<file path="src/rtl/scan_ctrl_l9.sv">
// scan_ctrl_l9: layer-9 output-feature-map scan controller.
// Walks x/y addresses row by row and issues a one-cycle x_zero strobe at each row end.
// It then stalls until the temp sequencer reports temp_done, and then starts the next row.
// Optional checker: define SCAN_CTRL_L9_CHK_EN to add the err_sticky_o handshake-error flag.
module scan_ctrl_l9 #(
  parameter int unsigned COLS = 14,
  parameter int unsigned ROWS = 14,
  parameter int unsigned XW   = 4,
  parameter int unsigned YW   = 4
) (
  input  logic          clk,
  input  logic          rst,
  input  logic          start_i,
  input  logic          temp_busy_i,
  input  logic          temp_done_i,
  output logic          x_zero_o,
  output logic [XW-1:0] x_addr_o,
  output logic [YW-1:0] y_addr_o,
  output logic          valid_o,
  output logic          row_done_o,
  output logic          frame_done_o,
`ifdef SCAN_CTRL_L9_CHK_EN
  output logic          err_sticky_o,
`endif
  output logic          busy_o
);

  localparam logic [XW-1:0] XLast = XW'(COLS - 1);
  localparam logic [YW-1:0] YLast = YW'(ROWS - 1);

  typedef enum logic [1:0] {StIdle, StScan, StWait, StDone} state_e;

  state_e        state_q, state_d;
  logic [XW-1:0] x_q, x_d;
  logic [YW-1:0] y_q, y_d;
  logic          x_zero_q, x_zero_d;
  logic          valid_q, valid_d;
  logic          row_done_q, row_done_d;
  logic          frame_done_q, frame_done_d;
  logic          busy_q, busy_d;

  // Next-state and registered-output decode; every output is computed one cycle ahead.
  always_comb begin
    state_d      = state_q;
    x_d          = x_q;
    y_d          = y_q;
    x_zero_d     = 1'b0;
    valid_d      = 1'b0;
    row_done_d   = 1'b0;
    frame_done_d = 1'b0;
    busy_d       = 1'b1;
    unique case (state_q)
      StIdle: begin
        // temp_done/temp_busy ignored: the sequencer's post-reset pulse must not advance us.
        busy_d = 1'b0;
        if (start_i) begin
          state_d = StScan;
          x_d     = '0;
          y_d     = '0;
          valid_d = 1'b1;
          busy_d  = 1'b1;
        end
      end
      StScan: begin
        if (x_q == XLast) begin
          state_d  = StWait;
          x_d      = '0;
          x_zero_d = 1'b1;
        end else begin
          x_d     = x_q + XW'(1);
          valid_d = 1'b1;
        end
      end
      StWait: begin
        // temp_done is accepted even in the x_zero cycle (zero-latency sequencer).
        if (temp_done_i) begin
          row_done_d = 1'b1;
          if (y_q == YLast) begin
            state_d      = StDone;
            frame_done_d = 1'b1;
          end else begin
            state_d = StScan;
            y_d     = y_q + YW'(1);
            valid_d = 1'b1;
          end
        end
      end
      StDone: begin
        state_d = StIdle;
        y_d     = '0;
        busy_d  = 1'b0;
      end
      default: begin
        state_d = StIdle;
        x_d     = '0;
        y_d     = '0;
        busy_d  = 1'b0;
      end
    endcase
  end

  // State and output registers with asynchronous active-low reset.
  always_ff @(posedge clk or negedge rst) begin
    if (!rst) begin
      state_q      <= StIdle;
      x_q          <= '0;
      y_q          <= '0;
      x_zero_q     <= 1'b0;
      valid_q      <= 1'b0;
      row_done_q   <= 1'b0;
      frame_done_q <= 1'b0;
      busy_q       <= 1'b0;
    end else begin
      state_q      <= state_d;
      x_q          <= x_d;
      y_q          <= y_d;
      x_zero_q     <= x_zero_d;
      valid_q      <= valid_d;
      row_done_q   <= row_done_d;
      frame_done_q <= frame_done_d;
      busy_q       <= busy_d;
    end
  end

  assign x_zero_o     = x_zero_q;
  assign x_addr_o     = x_q;
  assign y_addr_o     = y_q;
  assign valid_o      = valid_q;
  assign row_done_o   = row_done_q;
  assign frame_done_o = frame_done_q;
  assign busy_o       = busy_q;

`ifdef SCAN_CTRL_L9_CHK_EN
  logic err_q;
  logic err_set;

  // Flag an x_zero issued to a busy sequencer, or a completion arriving mid-scan.
  always_comb begin
    err_set = 1'b0;
    if (state_q == StScan) begin
      err_set = temp_done_i | ((x_q == XLast) & temp_busy_i);
    end
  end

  // Sticky error register, cleared only by reset.
  always_ff @(posedge clk or negedge rst) begin
    if (!rst) begin
      err_q <= 1'b0;
    end else begin
      err_q <= err_q | err_set;
    end
  end

  assign err_sticky_o = err_q;
`else
  logic unused_temp_busy;
  assign unused_temp_busy = temp_busy_i;
`endif

endmodule

</file>
<file path="config.mk">
export PLATFORM = sky130hd
export DESIGN_NAME = scan_ctrl_l9
export DESIGN_NICKNAME = d
export VERILOG_FILES = /design/src/rtl/scan_ctrl_l9.sv
export SDC_FILE = /design/constraint.sdc
export NUM_CORES = 1
export LEC_CHECK = 0
export ABC_AREA = 1
export BUFFER_PORTS_ARGS = -buffer_cell sky130_fd_sc_hd__buf_2
export CORE_MARGIN = 3
export CORE_UTILIZATION = 35
export DETAILED_ROUTE_END_ITERATION = 8
export HOLD_SLACK_MARGIN = 0.08
export PLACE_DENSITY = 0.63
export SYNTH_ARGS = -nofsm -noshare
export SYNTH_HDL_FRONTEND = slang
export SYNTH_SLANG_ARGS = --single-unit
</file>
<file path="constraint.sdc">
create_clock -name clk -period 1.36 [get_ports clk]
set_clock_uncertainty 0.1 [all_clocks]
set_input_delay 0.136 -clock clk [delete_from_list [all_inputs] [get_ports clk]]
set_output_delay 0.136 -clock clk [all_outputs]
set_load 0.02 [all_outputs]
</file>
=== Word-level counts from Yosys, hierarchy flattened ===
Index checks and enable logic that the tools add are counted.

* $add $sub $neg: 2
* Equal/unequal tests: 9
* Mux-type cells: 24
* Reductions and logical operators: 6

{| class="wikitable"
|+ Operators with widths
! kind !! count
|-
| 2-to-1 mux 4 bit || 4
|-
| case mux 4 bit (3 select lines) || 1
|-
| 2-to-1 mux 1 bit || 11
|-
| adder 4 x 1 -> 4 bit, second input constant || 2
|-
| equality test 4 bit, second input constant || 2
|-
| 2-to-1 mux 2 bit || 4
|-
| inequality test 2 bit, second input constant || 4
|-
| case mux 2 bit (4 select lines) || 1
|-
| case mux 4 bit (2 select lines) || 1
|-
| equality test 2 bit, second input constant || 2
|-
| AND reduction 4 bit || 1
|-
| case mux 1 bit (3 select lines) || 1
|-
| AND reduction 3 bit || 1
|-
| nonzero test 3 bit || 1
|-
| equality test 2 x 1 -> 1 bit, second input constant || 1
|-
| zero test 2 bit || 1
|-
| case mux 1 bit (2 select lines) || 1
|-
| AND reduction 2 bit || 1
|-
| nonzero test 2 bit || 1
|}

* Register bits: 15
* Input port bits: 5
* Logic and storage cells: 49

=== Logic depth before layout (Yosys ltp) ===
Gate-level depths: netlist of the first run.

* Depth in word-level cells: 4
* Depth in mapped cells: 8
* Depth with buffers taken out: 8

=== Least setup slack after synthesis of the first run ===
No wires, ideal clock.

* Kind: reg2reg
* Start: register y_q[1] (netlist: y_addr_o[1])
* End: register y_q[3] (netlist: y_addr_o[3])
* Arrival time: 1.224 ns
* Data required time: 1.143 ns
* Path slack: -0.080 ns
* Stages on the path, launching flop included: 9
* Buffers on the path: 0
* Period minus slack after synthesis: 1.440 ns
* Cell sequence: dfrtp_1 > inv_1 > ha_1 > nand3_1 > nor2_2 > nor2_2 > nand2_2 > nand2_1 > nand2_1

* Cells in the longest elaborated chain, start to end: 4
* Elaborated cells between the ends (all ways): 7

{| class="wikitable"
|+ RTL lines
! element !! line !! RTL
|-
| start, declared || 35 || <nowiki>logic [YW-1:0] y_q, y_d;</nowiki>
|-
| start signal, assigned || 116 || <nowiki>y_q <= y_d;</nowiki>
|-
| adder 4 x 1 -> 4 bit || 83 || <nowiki>y_d = y_q + YW'(1);</nowiki>
|-
| 2-to-1 mux 4 bit || 78 || <nowiki>if (y_q == YLast) begin</nowiki>
|-
| 2-to-1 mux 4 bit || 76 || <nowiki>if (temp_done_i) begin</nowiki>
|-
| case mux 4 bit (3 select lines) || 52 || <nowiki>unique case (state_q)</nowiki>
|}

Parallel ways exist; a longest one is shown, timed or not. The select of a mux whose other input is x is not followed.
A chain may end at the register's enable or synchronous reset.

=== Final worst setup path of the first run ===
* Start: register x_q[0] (netlist: x_addr_o[0])
* End: register state_q[1]

* Cells in the longest elaborated chain, start to end: 3

{| class="wikitable"
|+ RTL lines
! element !! line !! RTL
|-
| start, declared || 34 || <nowiki>logic [XW-1:0] x_q, x_d;</nowiki>
|-
| start signal, assigned || 106 || <nowiki>x_q <= '0;</nowiki>
|-
| start signal, assigned || 115 || <nowiki>x_q <= x_d;</nowiki>
|-
| equality test 4 bit || 65 || <nowiki>if (x_q == XLast) begin</nowiki>
|-
| inequality test 2 bit (no line) || n/a ||
|-
| AND reduction 3 bit (no line) || n/a ||
|-
| end signal, assigned || 105 || <nowiki>state_q <= StIdle;</nowiki>
|-
| end signal, assigned || 114 || <nowiki>state_q <= state_d;</nowiki>
|-
| end, declared || 33 || <nowiki>state_e state_q, state_d;</nowiki>
|}

Every way passes these cells.

==> qor.yml, run 1 <==
placed_design:
  port_buffers: 16
  dp_hpwl_mm: 1.16
  gp_congestion: 0.847
  dp.cells: 134
critical_path:
  path_depth: 5
  path_buf_inv: 0
  crit_path_frequent_cell: "nand3_1"
  crit_path_max_fanout: 6
  worst_ep_arrival_time_ns: 1.34
  r2r_start: "x_addr_o[0]"
  r2r_cells: 5
  worstPathCellList: "ha_1 > nand3_1 > nand2_2 > nand3_1 > nand2_1"
  cp.required_ns: 1.42
  crit_path_start_kind: "register"
  r2r_end: "state_q[1]"
  worst_path_max_delay_cell: "dfrtp_1"
  path_delay_family: "simple AND/OR/NAND/NOR gates"
  endpoint: "state_q[1]"
  reg2reg_slack_ns: 0.08
  max_stage_delay_ns: 0.42
  worstSetupEndpointType: "register"
  startpoint: "x_addr_o[0]"
  critical_path_class: "reg -> reg"
drt:
  first_pass_iters: 4
  wl_per_cell_um: 10.5
  drt.antenna.violating_nets: 0
  drt-total-wl_mm: 1.50
  initialDrtViolationCount: 9
  vias_per_cell: 4.69
  drc: 0
  via_count: 670
floorplan:
  die_y_um: 51.8
  core_area_mm2: 0.00186
  start_util_pct: 39.6
  io-pin-count: 18
  rows: 15
  fp.dieW_um: 51.8
  dieArea_mm2: 0.00269
synthesis:
  synth_top_area_share_pct: 51.0
  synth_area_leaders: "dfrtp_1 51%, nand2_1 11%, nand3_1 7.5%"
  synthCells: 88
  mappedNetlistArea_um2: 736
  yosysSeqAreaShare_pct: 51.0
  synth_cell_types: 14
  synth-seq-cells: 15
  synth_largest_area_cell: "dfrtp_1"
  syn_nets: 97
  ys_warn_count: 0
  syn_area_per_cell_um2: 8.36
power_and_ir_drop:
  leakagePower_nw: 0.521
  combPwrFrac_pct: 52.5
  p_clk_share_pct: 12.1
  irDropWorstVdd_mv: 0.940
  swShare_pct: 44.4
  p_switching_uw: 875
  p_seq_share_pct: 35.4
  internal_power_mw: 1.10
  powerDensity_mw_per_mm2: 1950
global_route:
  grt_usage_pct: 13.0
  grt_pass1_vias: 642
  grt_max_degree: 16
  busiest_layer: "met2"
  grt_pass1_wl_mm: 2.59
  grt_util_met3_pct: 6.02
  antenna_found_initial: 0
  use_met2_pct: 21.1
  overflow: 0
  use_met1_pct: 15.1
min_path:
  holdCritPathClass: "in -> async"
cells_and_area:
  diodes: 0
  drive_gt1_share_pct: 37.3
  fin_cells: 143
  area_delta_synth_final_pct: 37.6
  fin_nets: 128
  final_util_pct: 54.5
clock_network:
  clock_latency_ns: 0.28
  cts_num_sinks: 15
  clkTransAtPathRegs_ns: 0.08
  htreeDepth: 1
  cts_tree: "done"
  numCtsBuffers: 3
  cts_root_buffer: "clkbuf_4"
  clk_path_buf_depth: 2
timing:
  maxSlewHeadroom_pct: 77.9
  finalSetupViolCount: 0
  tightest_slew_ns: 0.331
  max_clock_freq_mhz: 780
  fin_crit_sh_pct: 94.2
  slew_violations: 0
  finalCriticalPeriod_ns: 1.28
  hold_violations: 0
outcome:
  outcome: "finished, final reports clean"
flow_run:
  max-cap-violations: 0
[area by class of cell]
class                           instances  area, µm²
Fill cell                             169        846
Sequential cell                        15        378
Multi-Input combinational cell         63        372
Timing Repair Buffer                   26        166
Inverter                               10       37.5
Tap cell                               25       31.3
Clock buffer                            3       22.5
Clock inverter                          1       5.00
[worst reg2reg max path, cell delays in order (launching register included)]
cell     delay [ns]
dfrtp_1        0.42
ha_1           0.21
nand3_1        0.14
nand2_2        0.12
nand3_1        0.10
nand2_1        0.07
[cells in the mapped netlist]
cell type / number
inv_2: 4
nand3_1: 11
nand2_2: 3
ha_1: 4
o22ai_1: 1
xnor2_1: 1
inv_1: 6
nand4_1: 3
o21ai_1: 5
dfrtp_1: 15
nor2_2: 3
nand2_1: 22
nor3_1: 1
nor2_1: 9
[logic make-up (layout without fill, tap and decap cells)]
group / count (synthesis) / count (layout) / synth area share, %
DFF: 15 / 15 / 51.0
AOI/OAI and AO/OA: 6 / 6 / 4.25
buffers and inverters: 10 / 40 / 5.10
and+or+nand+nor: 52 / 52 / 31.6
adders and majority gates: 4 / 4 / 6.80
xor gates and xnor gates: 1 / 1 / 1.19
[sequential cells by signal (all words and copies together), names as in the netlist]
name,cells
busy_o,1
x_addr_o,4
frame_done_o,1
y_addr_o,4
x_zero_o,1
row_done_o,1
valid_o,1
state_q,2
[power groups by stage]
stage	clock, mW	combinational, mW	sequential (mW)
2_1_floorplan	0	0.464	0.849
3_3_place_gp	0	0.890	0.698
3_5_place_dp	0	0.911	0.703
4_1_cts	0.255	0.921	0.697
5_1_grt	0.274	1.15	0.719
6_report	0.238	1.03	0.698
[how the worst min path moves through the flow]
stage	end	depth (start not counted)	slack, ns
2_1_floorplan	busy_o	0	-0.26
3_3_place_gp	y_addr_o[3]	1	-0.05
3_5_place_dp	frame_done_o	1	-0.05
4_1_cts	frame_done_o	2	0.18
5_1_grt	frame_done_o	2	0.20
6_report	y_addr_o[0]	2	0.18
[metrics by stage]
stage | setup slack (ns) | area [µm²] | TNS [ns] | power, mW | hold WS [ns]
2_1_floorplan | 0.0117 | 746 | 0 | 1.31 | -0.260
3_3_place_gp | 0.0245 | 895 | 0 | 1.59 | -0.0499
3_5_place_dp | 0.0136 | 895 | 0 | 1.61 | -0.0480
4_1_cts | 0.0201 | 952 | 0 | 1.87 | 0.179
5_1_grt | -0.00484 | 1010 | -0.00573 | 2.15 | 0.200
6_report | 0.0785 | 1010 | 0 | 1.97 | 0.179
[metal layers]
layer | wire length (µm) | vias to the layer above
li1 | - | 343
met1 | 658 | 314
met2 | 744 | 11
met3 | 80 | 2
met4 | 13 | 0
met5 | 0 | -
[placed cells by master (no fill, tap or decap)]
cell           netlist  layout
nand2_1             22      21
buf_2                0      16
dfrtp_1             15      13
nand3_1             11      10
nor2_1               9       9
inv_1                6       6
buf_4                0       6
inv_2                4       4
nand2_2              3       4
o21ai_1              5       4
nor2_4               0       3
nand4_1              3       3
clkbuf_4             0       3
dlygate4sd3_1        0       3
ha_1                 4       2
dfrtp_2              0       2
nand3_4              0       1
nor3_1               1       1
xnor2_1              1       1
o22ai_1              1       1
o21ai_2              0       1
ha_4                 0       1
ha_2                 0       1
clkinv_2             0       1
buf_6                0       1
[what timing repair did]
item / CTS / global route
setup endpoints to repair: 1 / 6
pin swaps: 1 / 2
gates resized for setup: 0 / 9
buffers inserted: 0 / 2
endpoints found under the hold margin: 18 / 0
hold buffers: 3 / 0
cloned: 0 / 0
Note: power is estimated with default switching activity, not from simulation.
==> run 2, diff against run 1 <==
GPL_ROUTABILITY_DRIVEN = 0   (was not set)
SETUP_SLACK_MARGIN = 0.15   (was not set)
==> qor.yml, run 2 (synthesis results as in run 1) <==
placed_design:
  place_area_um2: 920  # +2.8%
  dp.cells: 134  # unchanged
  port_buffers: 16  # unchanged
  dp_hpwl_mm: 1.13  # -2.3%
power_and_ir_drop:
  leakagePower_nw: 0.519  # -0.36%
  irDropWorstVdd_mv: 0.939  # -0.18%
  combPwrFrac_pct: 51.2  # -1.3 points
  p_seq_share_pct: 36.7  # +1.3 points
  internal_power_mw: 1.11  # +1.4%
  p_switching_uw: 882  # +0.78%
  p_clk_share_pct: 12.2  # about the same
  swShare_pct: 44.3  # -0.14 points
  powerDensity_mw_per_mm2: 1900  # -2.6%
drt:
  first_pass_iters: 4  # unchanged
  wl_per_cell_um: 10.3  # -1.2%
  via_count: 648  # -3.3%
  vias_per_cell: 4.50  # -4.0%
  drt-total-wl_mm: 1.49  # -0.53%
  drc: 0  # unchanged
  drt.antenna.violating_nets: 0  # unchanged
  initialDrtViolationCount: 3  # -6
clock_network:
  cts_num_sinks: 15  # unchanged
  cts_root_buffer: "clkbuf_4"
  clkTransAtPathRegs_ns: 0.09  # about the same
  clk_path_buf_depth: 2  # unchanged
  cts_tree: "done"
  htreeDepth: 1  # unchanged
  numCtsBuffers: 3  # unchanged
  clock_latency_ns: 0.27  # about the same
global_route:
  antenna_found_initial: 0  # unchanged
  overflow: 0  # unchanged
  grt_max_degree: 16  # unchanged
  grt_usage_pct: 12.9  # -0.15 points
  grt_pass1_vias: 635  # -1.1%
  grt_pass1_wl_mm: 2.60  # +0.27%
critical_path:
  reg2reg_slack_ns: 0.10  # +0.02 ns
  crit_path_start_kind: "register"
  cp.required_ns: 1.43  # about the same
  worstPathCellList: "ha_4 > nand3_4 > nor2_4 > nor2_4 > nand2_2 > nand2_1 > nand2_1"
  worstSetupEndpointType: "register"
  startpoint: "y_addr_o[0]"
  worst_ep_arrival_time_ns: 1.33  # about the same
  critical_path_class: "reg -> reg"
  r2r_cells: 7  # +2
  r2r_end: "y_addr_o[3]"
  path_buf_inv: 0  # unchanged
  path_delay_family: "flip-flops"
  crit_path_max_fanout: 4  # -2
  max_stage_delay_ns: 0.45  # +0.03 ns
  r2r_start: "y_addr_o[0]"
  worst_path_max_delay_cell: "dfrtp_2"
floorplan:
  die_y_um: 51.8  # unchanged
  core_area_mm2: 0.00186  # unchanged
  fp.dieW_um: 51.8  # unchanged
  start_util_pct: 39.6  # unchanged
  dieArea_mm2: 0.00269  # unchanged
  rows: 15  # unchanged
  io-pin-count: 18  # unchanged
cells_and_area:
  fin_area_mm2: 0.00105  # +3.8%
  fin_nets: 129  # +0.78%
  area_delta_synth_final_pct: 42.9
  n_fill_cell: 165  # -2.4%
  layout_common_cells: "21 x nand2_1, 14 x buf_2, 9 x nor2_1, 9 x nand3_1, 8 x dfrtp_1"
  drive_gt1_share_pct: 42.9  # +5.6 points
  fin_cells: 144  # +0.70%
  final_common_cell: "nand2_1"
  diodes: 0  # unchanged
outcome:
  outcome: "finished, final reports clean"
timing:
  fin_crit_sh_pct: 92.6  # -1.7 points
  finalSetupViolCount: 0  # unchanged
  hold_violations: 0  # unchanged
  finalCriticalPeriod_ns: 1.26  # -0.0227 ns
  maxSlewHeadroom_pct: 77.3  # -0.59 points
  tightest_slew_ns: 0.340  # +0.00889 ns
  rsz0062_at_grt: "true"
  slew_violations: 0  # unchanged
  hold-worst-slack_ns: 0.0647  # -0.114 ns
  tns_ns: 0  # unchanged
  max_clock_freq_mhz: 794  # +1.8%
flow_run:
  max-cap-violations: 0  # unchanged
min_path:
  hold_start: "temp_done_i"
  min_to: "state_q[1]"
  holdCritPathClass: "in -> reg"
  whs_path_depth: 4
## run 2: final cells by class
class                           instances  area (µm²)  area share (%)
Sequential cell                        15         384            36.5
Multi-Input combinational cell         63         382            36.3
Clock buffer                            4        26.3            2.50
Inverter                               10        37.5            3.57
Tap cell                               25        31.3            2.98
Timing Repair Buffer                   27         190            18.1
## run 2: stage by stage
stage	utilization [%]	total power [mW]	worst slack (ns)
finish	56.6	1.99	0.101
global route	56.6	2.19	0.0178
CTS	54.3	1.93	0.0533
detailed placement	49.5	1.63	0.0461
global placement	49.5	1.61	0.0553
floorplan	-	1.36	0.0346
## run 2: worst max-delay path by stage
stage                        to  cells past startpoint
detailed placement  y_addr_o[3]                      7
global placement    y_addr_o[3]                      7
CTS                 y_addr_o[3]                      7
global route        y_addr_o[1]                      7
floorplan           y_addr_o[3]                      8
finish              y_addr_o[3]                      7
## run 2: power by group through the flow
| stage | sequential, mW | combinational, mW | clock (mW) |
|---|---|---|---|
| after floorplan | 0.865 | 0.490 | 0 |
| after global placement | 0.730 | 0.877 | 0 |
| after detailed placement | 0.739 | 0.896 | 0 |
| after CTS | 0.736 | 0.933 | 0.260 |
| after global routing | 0.749 | 1.15 | 0.283 |
| final | 0.731 | 1.02 | 0.242 |
## run 2: layer usage
layer	part of all wire, %	global-route usage, %	up-vias	wire length [µm]
met3	3.9	2.58	2	58
met5	0	0	-	0
li1	-	-	347	-
met1	50	16.8	290	743
met4	1.2	5.24	0	18
met2	45	20.7	9	669
## run 2: repair_timing
item,4_1_cts,5_1_grt
setup endpoints to repair,12,15
setup buffers,1,2
resized for setup,8,8
hold buffers,3,1
pin swaps,1,5
endpoints found under the hold margin,19,2
## run 2: tightest hold or removal path: stages
cell	delay (ns)
buf_2	0.08
inv_1	0.04
nand3_1	0.09
nand2_1	0.06
==> run 3, diff against run 2 <==
PLACE_DENSITY = 0.61   (was 0.63)
clock period = 1.2 ns   (was 1.36 ns; I/O delays follow)
==> qor.yml, run 3 (synthesis results as in run 1) <==
outcome:
  outcome: "finished with violations"
  violations: "setup timing"
global_route:
  grt_pass1_vias: 649  # +2.2%
  antenna_found_initial: 0  # unchanged
  overflow: 0  # unchanged
  grt_max_degree: 16  # unchanged
  grt_usage_pct: 14.9  # +2.0 points
  grt_pass1_wl_mm: 2.86  # +9.8%
min_path:
  holdCritPathClass: "in -> reg"
cells_and_area:
  area_delta_synth_final_pct: 71.6
  diodes: 0  # unchanged
  drive_gt1_share_pct: 53.5  # +11 points
  seq_area_um2: 385  # +0.33%
  fin_nets: 139  # +7.8%
  n_fill_cell: 131  # -21%
  layout_common_cells: "20 x nand2_1, 17 x buf_6, 12 x buf_4, 9 x nand3_1, 8 x dfrtp_2"
  multi_input_comb_area_um2: 424  # +11%
  fin_area_mm2: 0.00126  # +20%
  final_common_cell: "nand2_1"
critical_path:
  crit_path_max_fanout: 5  # +1
  crit_path_start_kind: "register"
  cp.required_ns: 1.29  # -0.14 ns
  worstSetupEndpointType: "register"
  critical_path_class: "reg -> reg"
  worst_ep_arrival_time_ns: 1.40  # +0.07 ns
drt:
  drt-total-wl_mm: 1.90  # +28%
  initialDrtViolationCount: 6  # +3
  drc: 0  # unchanged
  drt.antenna.violating_nets: 0  # unchanged
  wl_per_cell_um: 12.4  # +20%
  first_pass_iters: 4  # unchanged
  via_count: 725  # +12%
  vias_per_cell: 4.71  # +4.6%
clock_network:
  htreeDepth: 1  # unchanged
  clk_path_buf_depth: 2  # unchanged
  cts_root_buffer: "clkbuf_4"
  clkTransAtPathRegs_ns: 0.09  # about the same
  numCtsBuffers: 3  # unchanged
  cts_tree: "done"
  cts_num_sinks: 15  # unchanged
  clock_latency_ns: 0.29  # +0.02 ns
floorplan:
  start_util_pct: 39.6  # unchanged
  dieArea_mm2: 0.00269  # unchanged
  io-pin-count: 18  # unchanged
  core_area_mm2: 0.00186  # unchanged
  die_y_um: 51.8  # unchanged
  fp.dieW_um: 51.8  # unchanged
  rows: 15  # unchanged
timing:
  hold_violations: 0  # unchanged
  max_clock_freq_mhz: 763  # -4.0%
  tightest_slew_ns: 0.327  # -0.0128 ns
  rsz0062_at_grt: "true"
  slew_violations: 0  # unchanged
  finalSetupViolCount: 14  # +14
  finalCriticalPeriod_ns: 1.31  # +0.0523 ns
  fin_crit_sh_pct: 109  # +17 points
  hold-worst-slack_ns: 0.0707  # +0.00599 ns
  maxSlewHeadroom_pct: 78.2  # +0.85 points
  setup_ws_ns: -0.111  # -0.212 ns
power_and_ir_drop:
  powerDensity_mw_per_mm2: 2290  # +21%
  power.total_mw: 2.90  # +45%
  irDropWorstVdd_mv: 1.52  # +62%
  leakagePower_nw: 0.596  # +15%
placed_design:
  post-place-ws_ns: -0.113  # -0.159 ns
  place_area_um2: 962  # +4.6%
  dp_hpwl_mm: 1.15  # +1.7%
  port_buffers: 16  # unchanged
flow_run:
  max-cap-violations: 0  # unchanged
run 3: changes by cell type in the layout (fill, tap and decap cells not counted), moves of 2 or more:
| cell | change |
|---|---|
| buf_2 | -10 |
| buf_4 | +6 |
| buf_6 | +13 |
| inv_4 | +2 |
| nor2_1 | -3 |
| nor2_2 | +2 |
run 3: cell type report:
type                            count  area share [%]
Sequential cell                    15            30.5
Clock inverter                      1           0.396
Timing Repair Buffer               37            27.8
Tap cell                           25            2.48
Multi-Input combinational cell     63            33.6
Clock buffer                        3            1.78
Inverter                           10            3.37
run 3: critical path: stages, from the launching register on:
cell and delay [ns]:
dfrtp_2 0.48, nor2_4 0.22, inv_2 0.09, o21ai_1 0.13, nor2_1 0.08, nand2_1 0.06
nand2_1 0.05
run 3: routing by layer:
layer,up-vias,GRT usage [%],routed length (µm)
li1,373,-,-
met5,-,0,0
met2,13,22.2,1020
met1,337,19.3,811
met3,2,5.44,64
met4,0,6.55,10
run 3: final timing paths:
| kind | start | end | slack, ns | cells after the start |
|---|---|---|---|---|
| setup / recovery | state_q[1] | y_addr_o[3] | -0.11 | 6 |
| hold reg to reg | state_q[0] | state_q[0] | 0.46 | 1 |
| min in group asynchronous | rst | y_addr_o[1] | 0.15 | 2 |
| hold / removal | temp_done_i | state_q[1] | 0.07 | 4 |
| setup reg to reg | state_q[1] | y_addr_o[3] | -0.11 | 6 |
| max in group asynchronous | rst | x_addr_o[3] | 0.58 | 2 |
run 3: where the power goes:
| group | internal (mW) | switching (mW) | total, mW | leakage (nW) |
|---|---|---|---|---|
| logic | 0.846 | 0.852 | 1.70 | 0.394 |
| registers | 0.680 | 0.223 | 0.903 | 0.184 |
| clock network | 0.124 | 0.171 | 0.295 | 0.0177 |
| total | 1.65 | 1.25 | 2.90 | 0.596 |
run 3: timing repair:
action	CTS	global route
resized for setup	21	28
endpoints found under the hold margin	19	2
hold buffers	3	1
setup endpoints to repair	22	28
buffers inserted	5	4
pin swaps	2	1
run 3: through the flow:
stage          TNS [ns]  util, %  instances
2_1_floorplan    -0.489        -         88
3_3_place_gp     -0.475     51.8        138
3_5_place_dp     -0.481     51.8        138
4_1_cts          -0.568     60.9        150
5_1_grt           -1.53     67.9        154
6_report         -0.703     67.9        154
